$ cat src/rtl/rs_issue_sched.sv
// rtl/rs_issue_sched.sv - reservation-station scheduler feeding the shared ALU
module rs_issue_sched #(
    parameter int RS_SIZE = 8
) (
    input  logic        clk,
    input  logic        rst,
    input  logic        rdy,
    input  logic        rollback,
    input  logic        disp_en,
    input  logic [10:0] disp_op,
    input  logic [31:0] disp_rs1_val,
    input  logic [4:0]  disp_rs1_rob_id,
    input  logic [31:0] disp_rs2_val,
    input  logic [4:0]  disp_rs2_rob_id,
    input  logic [31:0] disp_imm,
    input  logic [31:0] disp_pc,
    input  logic [3:0]  disp_rob_pos,
    output logic        rs_full,
    input  logic        alu_result,
    input  logic [3:0]  alu_result_rob_pos,
    input  logic [31:0] alu_result_val,
    input  logic        lsb_result,
    input  logic [3:0]  lsb_result_rob_pos,
    input  logic [31:0] lsb_result_val,
    output logic        alu_en,
    output logic [10:0] alu_op,
    output logic [31:0] alu_val1,
    output logic [31:0] alu_val2,
    output logic [31:0] alu_imm,
    output logic [31:0] alu_pc,
    output logic [3:0]  alu_rob_pos
);
    localparam int IW = (RS_SIZE > 1) ? $clog2(RS_SIZE) : 1;

    logic [RS_SIZE-1:0] valid;
    logic [RS_SIZE-1:0] pend1;
    logic [RS_SIZE-1:0] pend2;
    logic [3:0]         tag1    [RS_SIZE];
    logic [3:0]         tag2    [RS_SIZE];
    logic [31:0]        val1    [RS_SIZE];
    logic [31:0]        val2    [RS_SIZE];
    logic [10:0]        op      [RS_SIZE];
    logic [31:0]        imm     [RS_SIZE];
    logic [31:0]        pc      [RS_SIZE];
    logic [3:0]         rob_pos [RS_SIZE];

    logic          free_found;
    logic [IW-1:0] free_idx;
    logic          issue_found;
    logic [IW-1:0] issue_idx;

    logic        new_pend1;
    logic        new_pend2;
    logic [31:0] new_val1;
    logic [31:0] new_val2;

    assign rs_full = &valid;

    // Descending scan so the last assignment is the lowest index.
    always_comb begin
        free_found  = 1'b0;
        free_idx    = '0;
        issue_found = 1'b0;
        issue_idx   = '0;
        for (int i = RS_SIZE - 1; i >= 0; i--) begin
            if (!valid[i]) begin
                free_found = 1'b1;
                free_idx   = IW'(i);
            end
            if (valid[i] && !pend1[i] && !pend2[i]) begin
                issue_found = 1'b1;
                issue_idx   = IW'(i);
            end
        end
    end

    // Incoming operands may be satisfied by a broadcast on the dispatch edge; ALU wins ties.
    always_comb begin
        new_pend1 = disp_rs1_rob_id[4];
        new_val1  = disp_rs1_val;
        if (disp_rs1_rob_id[4]) begin
            if (alu_result && alu_result_rob_pos == disp_rs1_rob_id[3:0]) begin
                new_pend1 = 1'b0;
                new_val1  = alu_result_val;
            end else if (lsb_result && lsb_result_rob_pos == disp_rs1_rob_id[3:0]) begin
                new_pend1 = 1'b0;
                new_val1  = lsb_result_val;
            end
        end
        new_pend2 = disp_rs2_rob_id[4];
        new_val2  = disp_rs2_val;
        if (disp_rs2_rob_id[4]) begin
            if (alu_result && alu_result_rob_pos == disp_rs2_rob_id[3:0]) begin
                new_pend2 = 1'b0;
                new_val2  = alu_result_val;
            end else if (lsb_result && lsb_result_rob_pos == disp_rs2_rob_id[3:0]) begin
                new_pend2 = 1'b0;
                new_val2  = lsb_result_val;
            end
        end
    end

    always_ff @(posedge clk) begin
        if (!rst) begin
            valid       <= '0;
            alu_en      <= 1'b0;
            alu_op      <= '0;
            alu_val1    <= '0;
            alu_val2    <= '0;
            alu_imm     <= '0;
            alu_pc      <= '0;
            alu_rob_pos <= '0;
        end else if (rollback) begin
            valid  <= '0;
            alu_en <= 1'b0;
        end else if (!rdy) begin
            alu_en <= 1'b0;
        end else begin
            for (int i = 0; i < RS_SIZE; i++) begin
                if (valid[i] && pend1[i]) begin
                    if (alu_result && alu_result_rob_pos == tag1[i]) begin
                        pend1[i] <= 1'b0;
                        val1[i]  <= alu_result_val;
                    end else if (lsb_result && lsb_result_rob_pos == tag1[i]) begin
                        pend1[i] <= 1'b0;
                        val1[i]  <= lsb_result_val;
                    end
                end
                if (valid[i] && pend2[i]) begin
                    if (alu_result && alu_result_rob_pos == tag2[i]) begin
                        pend2[i] <= 1'b0;
                        val2[i]  <= alu_result_val;
                    end else if (lsb_result && lsb_result_rob_pos == tag2[i]) begin
                        pend2[i] <= 1'b0;
                        val2[i]  <= lsb_result_val;
                    end
                end
            end

            // Issue picks a ready (valid) entry, dispatch an invalid one: never the same slot.
            if (issue_found) begin
                alu_en           <= 1'b1;
                alu_op           <= op[issue_idx];
                alu_val1         <= val1[issue_idx];
                alu_val2         <= val2[issue_idx];
                alu_imm          <= imm[issue_idx];
                alu_pc           <= pc[issue_idx];
                alu_rob_pos      <= rob_pos[issue_idx];
                valid[issue_idx] <= 1'b0;
            end else begin
                alu_en <= 1'b0;
            end

            if (disp_en && free_found) begin
                valid[free_idx]   <= 1'b1;
                op[free_idx]      <= disp_op;
                pend1[free_idx]   <= new_pend1;
                pend2[free_idx]   <= new_pend2;
                tag1[free_idx]    <= disp_rs1_rob_id[3:0];
                tag2[free_idx]    <= disp_rs2_rob_id[3:0];
                val1[free_idx]    <= new_val1;
                val2[free_idx]    <= new_val2;
                imm[free_idx]     <= disp_imm;
                pc[free_idx]      <= disp_pc;
                rob_pos[free_idx] <= disp_rob_pos;
            end
        end
    end
endmodule

$ cat config.mk
export PLATFORM = sky130hd
export DESIGN_NAME = rs_issue_sched
export DESIGN_NICKNAME = d
export VERILOG_FILES = /design/src/rtl/rs_issue_sched.sv
export SDC_FILE = /design/constraint.sdc
export NUM_CORES = 2
export LEC_CHECK = 0
export ABC_AREA = 0
export CAP_MARGIN = 5
export CORE_MARGIN = 1.5
export CORE_UTILIZATION = 50
export CTS_BUF_LIST = sky130_fd_sc_hd__clkbuf_4 sky130_fd_sc_hd__clkbuf_8 sky130_fd_sc_hd__clkbuf_16
export DETAILED_ROUTE_END_ITERATION = 8
export PLACE_DENSITY = 0.71
export SYNTH_ARGS = -nofsm -noshare
export SYNTH_HDL_FRONTEND = slang
export SYNTH_SLANG_ARGS = --single-unit
$ cat constraint.sdc
create_clock -name clk -period 4.2 [get_ports clk]
set_input_delay 0.42 -clock clk [delete_from_list [all_inputs] [get_ports clk]]
set_output_delay 0.42 -clock clk [all_outputs]
set_load 0.01 [all_outputs]
# After elaboration in Yosys (flattened, before gate mapping)
# Memory sizes are Yosys's and may differ from the RTL's. A register that Yosys moved wholly into a read port is not among the register bits.
# Index checks and enable logic that the tools add are counted.
# classes
add_sub_neg	0
multipliers	0
div_mod_pow	0
n_lt_le_gt_ge	4
eq_ne	36
shifts	0
mux	383
bitwise_logic	22
n_reduce_logical	98
# ops
cell	n
$mux W32	22
$mux W1	334
$eq A4 B4 Y1	36
$logic_and A1 B1 Y1	71
$mux W8	7
$mux W3	16
$logic_not A1 Y1	22
$bwmux W8	2
$or A1 B1 Y1	16
$and A8 B8 Y8	1
$lt A3 B4 Y1 const B	2
$not A8 Y8	1
$or A8 B8 Y8	1
$reduce_and A8 Y1	1
$demux W1 S3	2
$ge A3 B1 Y1 const B	2
$reduce_and A3 Y1	2
$not A1 Y1	3
$reduce_or A3 Y1	1
$reduce_or A2 Y1	1
# totals
register_bits	25
latchBits	0
ram_bits	1208
mem_bits_ro	0
in_bits	232
out_inout_bits	145
elab_cells	555
mem_count	8
# mem_list
name	depth	width	rd	rd_ports_with_merged_regs	write_ports	line	rtl
imm	8	32	1	1	1	43	logic [31:0] imm [RS_SIZE];
pc	8	32	1	1	1	44	logic [31:0] pc [RS_SIZE];
val1	8	32	1	1	9	40	logic [31:0] val1 [RS_SIZE];
val2	8	32	1	1	9	41	logic [31:0] val2 [RS_SIZE];
op	8	11	1	1	1	42	logic [10:0] op [RS_SIZE];
rob_pos	8	4	1	1	1	45	logic [3:0] rob_pos [RS_SIZE];
2 more memories	--	--	--	--	--	--	

# Depth between registers and ports, before layout
# logic_depth
ltp_word	23
ltp_mapped	11
depth_no_buf	6

# Worst setup path after synthesis
# No wires, ideal clock.
# synth_timing
path_type	in2reg
start	input disp_en
end	memory imm[7][0] (enable)
setup_time_ps	441
t_arrival_ps	3684
required_time_ps	3759
setup_slack_ps	75
path_stages	8
n_path_buf	3
cell_sequence	clkbuf_1 and3_1 nand3_1 nor3b_1 nand3_1 buf_2 buf_1 inv_1
# synth_via
elab_chain_len	6
# synth_lines
element	line	rtl
start, declared	9	input logic disp_en,
$logic_and A1 B1 Y1	154	if (disp_en && free_found) begin
$mux W1	154	
$mux W1	116	end else if (!rdy) begin
$mux W1	113	end else if (rollback) begin
$mux W1	104	if (!rst) begin
$mux W1 (implied by the code)	163	imm[free_idx] <= disp_imm;
end, declared	43	
# Every way passes these cells.

# Worst setup path after layout
# layout_timing
start	register valid[1]
end	register alu_imm[21], read port of imm
# layout_via
elab_chain_len	5
elab_cells_between_ends	7
classes_between	mux (4); reduce/logical (3)
# layout_lines
element	line	rtl
start, declared	35	logic [RS_SIZE-1:0] valid;
start signal, assigned	105	valid <= '0;
start signal, assigned	114	valid <= '0;
start signal, assigned by index	149	valid[issue_idx] <= 1'b0;
$logic_and A1 B1 Y1 * (2 in series)	70	if (valid[i] && !pend1[i] && !pend2[i]) begin
$mux W1 (2 in series)	70	
$reduce_and A3 Y1 (no line)	--	
end, declared	29	output logic [31:0] alu_imm,
# Mark *: on every way between the ends. The rest lies on a longest branch, timed or not.
# A chain may end at the register's enable or synchronous reset.

==> results summary <==
For hold timing, the worst endpoint is valid[3]. The clock latency at the later pin of the worst-skew pair is 0.81 ns. From synthesis to final layout, the design area changed by 17.71%. The number of hold violations in the final report came out at 0. The run finished with clean final reports.

The number of buffers created by CTS is between 100 and 150. The via total after detailed routing came out at 45070. STA classifies the critical path endpoint as a register. Summing all multi-input logic gate instances after layout gives approximately 23000 um2. Detailed placement finished with a half-perimeter wire length of 117.3 mm. The count of state elements after synthesis came out at 1376. The final count of pins violating max slew was 0. Once detail routing completed, the nets flagged for antenna violations numbered 0.

Entering global routing, the biggest net connects 116 pins. The placer congestion estimate came out at ~0.9. For this design the top-level I/O count stands at 377. Dividing the final minimum period by the clock period gives 0.7996. The number of synthesized flops with an enable pin came out at 1224. Of the total power, the share spent switching nets is 0.2193. Synthesis handed over a netlist of 4593 instances. The startpoint identified for the worst hold timing path is rst. The synthesized netlist occupies a cell area of 65300 um2. The first global-routing pass estimated 300.8 mm of wire. Setup violations remaining at the end of the flow were counted as 0. On the worst path, the slowest cell contributes a delay of about 0.77 ns.

The total leakage power came out at roughly 32 nW. The per-cell routed wire length is just over 30 um. The required time of the critical path came out at 4.93 ns. The count of buffers added on input and output ports is roughly 380.

The level count of the clock H-tree came out at 4. At the end of the flow, the number of nets in the layout was 5028. The clock period minus final worst setup slack is 3.358 ns.

The count of hold buffers inserted by post-cts repair is 0. The proportion of power drawn by flip-flops and latches is 0.500. The average cell area after synthesis came out at between 10 and 15 um2. In the routed design, unresolved DRC markers number 0. From left edge to right edge, the die measures 364.4 um.

The internal power is 0.02336 W. The finished cells cover 76860 um2. The critical path class is register to register. After layout, the design draws a total of 0.02992 W. The core region is 129500 um2. The count of synthesis-stage warnings from yosys is 0. The relative slew slack came out at 0.3178.

The total of cells resized after clock tree synthesis is 0. The residual overflow from global routing is 0. The worst hold-check path type is input pin to register.

The critical path goes through nor3b_1 > nor4_1 > nand3_1 > nand2_1 > o21a_4 > buf_4 > a221o_1. Summed over all nets, the switching power comes to 0.006563 W. The flop-to-flop setup slack is 0.84 ns. The row count came out at 132. The placed standard-cell area came out at 71810 um2.

The worst register-to-register path begins at valid[1]. The number of setup buffers added after CTS came out at 0. The sequential cells in the finished layout cover a total of 39800 um2. The initial detailed-routing violation count came out at between 5000 and 6000. The wire length reported by the detailed router is 206.6 mm. The highest attainable clock frequency is 297.8 MHz.

The worst register-to-register path ends at alu_imm[21]. The reported max-cap violation count is 0. Adding up every negative setup slack in the final design gives 0 ns. Setup repair after global routing left no endpoint under its margin. The slowest stage of the critical path is the o21a_4 cell.

The clock-pin slew on the worst setup and hold paths is roughly 0.070 ns. The power density over cell area is slightly below 400 nW/um2. TritonCTS built the clock tree. The initial antenna violation count was 17. The worst setup path is launched from a register. VDD sags by at most roughly 0.00032 V. The share of total power in combinational logic is 0.051. The length in cells of the worst reg-to-reg path is 7.

The hold-critical path depth came out at 3. The critical path arrival is 4.09 ns. The prevailing post-synth register cell is edfxtp_1. Using the TritonRoute via totals, the vias-per-cell ratio works out to between 6 and 7. The via count of the first global-routing pass came out at ~45000.

The worst setup skew after layout is 0.03011 ns. The power share of the clock group is 0.449. The number of nets handed over by synthesis was 4825. The die covers between 100000 and 150000 um2. The chip height came out at ~360 um. The maximum fanout encountered on the critical timing path is 42. At the pin with the least slew margin, the transition time is 1.020 ns. The clock net in this run drives a total of 1376 sinks. The number of different library cells in the post-synthesis netlist is 57. The fraction of layout cells with a size suffix above 1 came out at 0.1315. The share of flip-flops with an asynchronous set or reset is 0. The maximum count of clock buffers along a single path is 3.

The sequential share of the synthesized area is 0.6095. The initial core utilization came out at 0.5043. In this run the clock root is driven by a clkbuf_16. In the global route stage, overall resource usage came out at 0.3066.

The detailed-router iteration count before antenna repair is 5. The number of fillers in the final layout is 10030.
==> per-stage QoR <==
stage	hold WS, ns	util	instances	setup slack, ns
floorplan	0.4929	-	4593	0.07481
global placement	0.4676	0.5546	6388	0.6744
detailed placement	0.4751	0.5546	6388	0.5845
CTS	0.2539	0.5935	6663	0.9864
global route	0.3051	0.5936	6669	0.7825
finish	0.2964	0.5936	6670	0.8419
==> critical path, delay by kind of cell (launching register included) <==
kind / cells / cell delay, ns
DFF: 1 / 0.43
AOI/OAI and AO/OA: 2 / 0.99
and+or+nand+nor: 4 / 1.34
buffers and inverters: 1 / 0.46
==> flip-flops by register name, indices dropped and copies added, names as in the netlist, 88 cells and up <==
signal and cells:
imm 256, pc 256, val1 256, val2 256, op 88
==> power groups by stage <==
| stage | sequential [W] | combinational (W) | clock [W] |
|---|---|---|---|
| after floorplan | 0.0152 | 0.000793 | 0 |
| after global placement | 0.0152 | 0.00146 | 0 |
| after detailed placement | 0.0152 | 0.00150 | 0 |
| after CTS | 0.0150 | 0.00151 | 0.0136 |
| after global routing | 0.0150 | 0.00164 | 0.0141 |
| final | 0.0150 | 0.00154 | 0.0134 |
==> worst max path at each step <==
stage	startpoint	depth (start not counted)	to	slack, ns
after detailed placement	lsb_result	8	val1[1][16]	0.58
after global routing	valid[1]	7	alu_pc[22]	0.78
after global placement	lsb_result	9	val1[4][2]	0.67
after floorplan	disp_en	8	imm[7][0]	0.07
final	valid[1]	7	alu_imm[21]	0.84
after CTS	valid[1]	7	alu_pc[27]	0.99
==> metal layers <==
layer	part of all wire	up-vias	GRT usage
li1	-	19050	-
met1	0.40	23020	0.4233
met2	0.47	2537	0.4786
met3	0.096	438	0.06177
met4	0.034	16	0.1161
met5	0.00052	-	0
==> kinds of logic after synthesis <==
family                 after synthesis  share of synthesized area
multiplexers                      1098                     0.1684
AND/OR/NAND/NOR                    557                    0.04388
XOR/XNOR                           138                    0.01851
AO/OA/AOI/OAI                      853                     0.1225
flip-flops                        1376                     0.6095
buffers and inverters              571                    0.03731
==> cell type report <==
type / instances / share of cell area
Sequential cell: 1376 / 0.5178
Timing Repair Buffer: 607 / 0.08182
Clock inverter: 69 / 0.01032
Clock buffer: 206 / 0.05520
Antenna cell: 7 / 0.0002279
Tap cell: 1742 / 0.02836
Inverter: 17 / 0.001091
Multi-Input combinational cell: 2646 / 0.3052
==> placed cells by master, fill, tap and decap left out, types with 5 or more instances in the layout <==
master              n
a21oi_4            15
dfxtp_1           152
nand4_1             7
o21bai_1           12
or4b_2             13
xor2_1            102
diode_2             7
inv_4               8
nor2_1            147
nor3b_1             6
o21ai_0            17
nor3_1            153
edfxtp_1         1224
a221oi_2           80
nand3_1            25
o2bb2ai_1          64
clkinv_1           15
mux2i_1          1096
inv_1               7
clkinv_2           21
clkbuf_4           45
a221oi_1          491
inv_6               6
nor4_1             28
buf_12             64
or3b_1              5
clkbuf_16         150
clkdlybuf4s50_1   374
nand2b_1           10
buf_4             167
clkinvlp_4          6
or4_1              64
bufinv_16          11
nand2_1            69
a221o_1           144
xnor2_1            34
clkbuf_8           11
==> cell usage after synthesis, types with 64 or more instances <==
cell type  number  share of area
dfxtp_1       152          0.047
a221o_1       144          0.022
nand2_1        74         0.0043
buf_2         137          0.011
or4_1          64         0.0074
o2bb2ai_1      64         0.0086
a221oi_2       80          0.018
a221oi_1      491          0.066
mux2i_1      1096           0.17
nor2_1        150         0.0086
buf_1         126         0.0072
nor3_1        153          0.012
xor2_1        104          0.014
edfxtp_1     1224           0.56
clkbuf_1      272          0.016
Note: power is estimated with default switching activity, not from simulation.
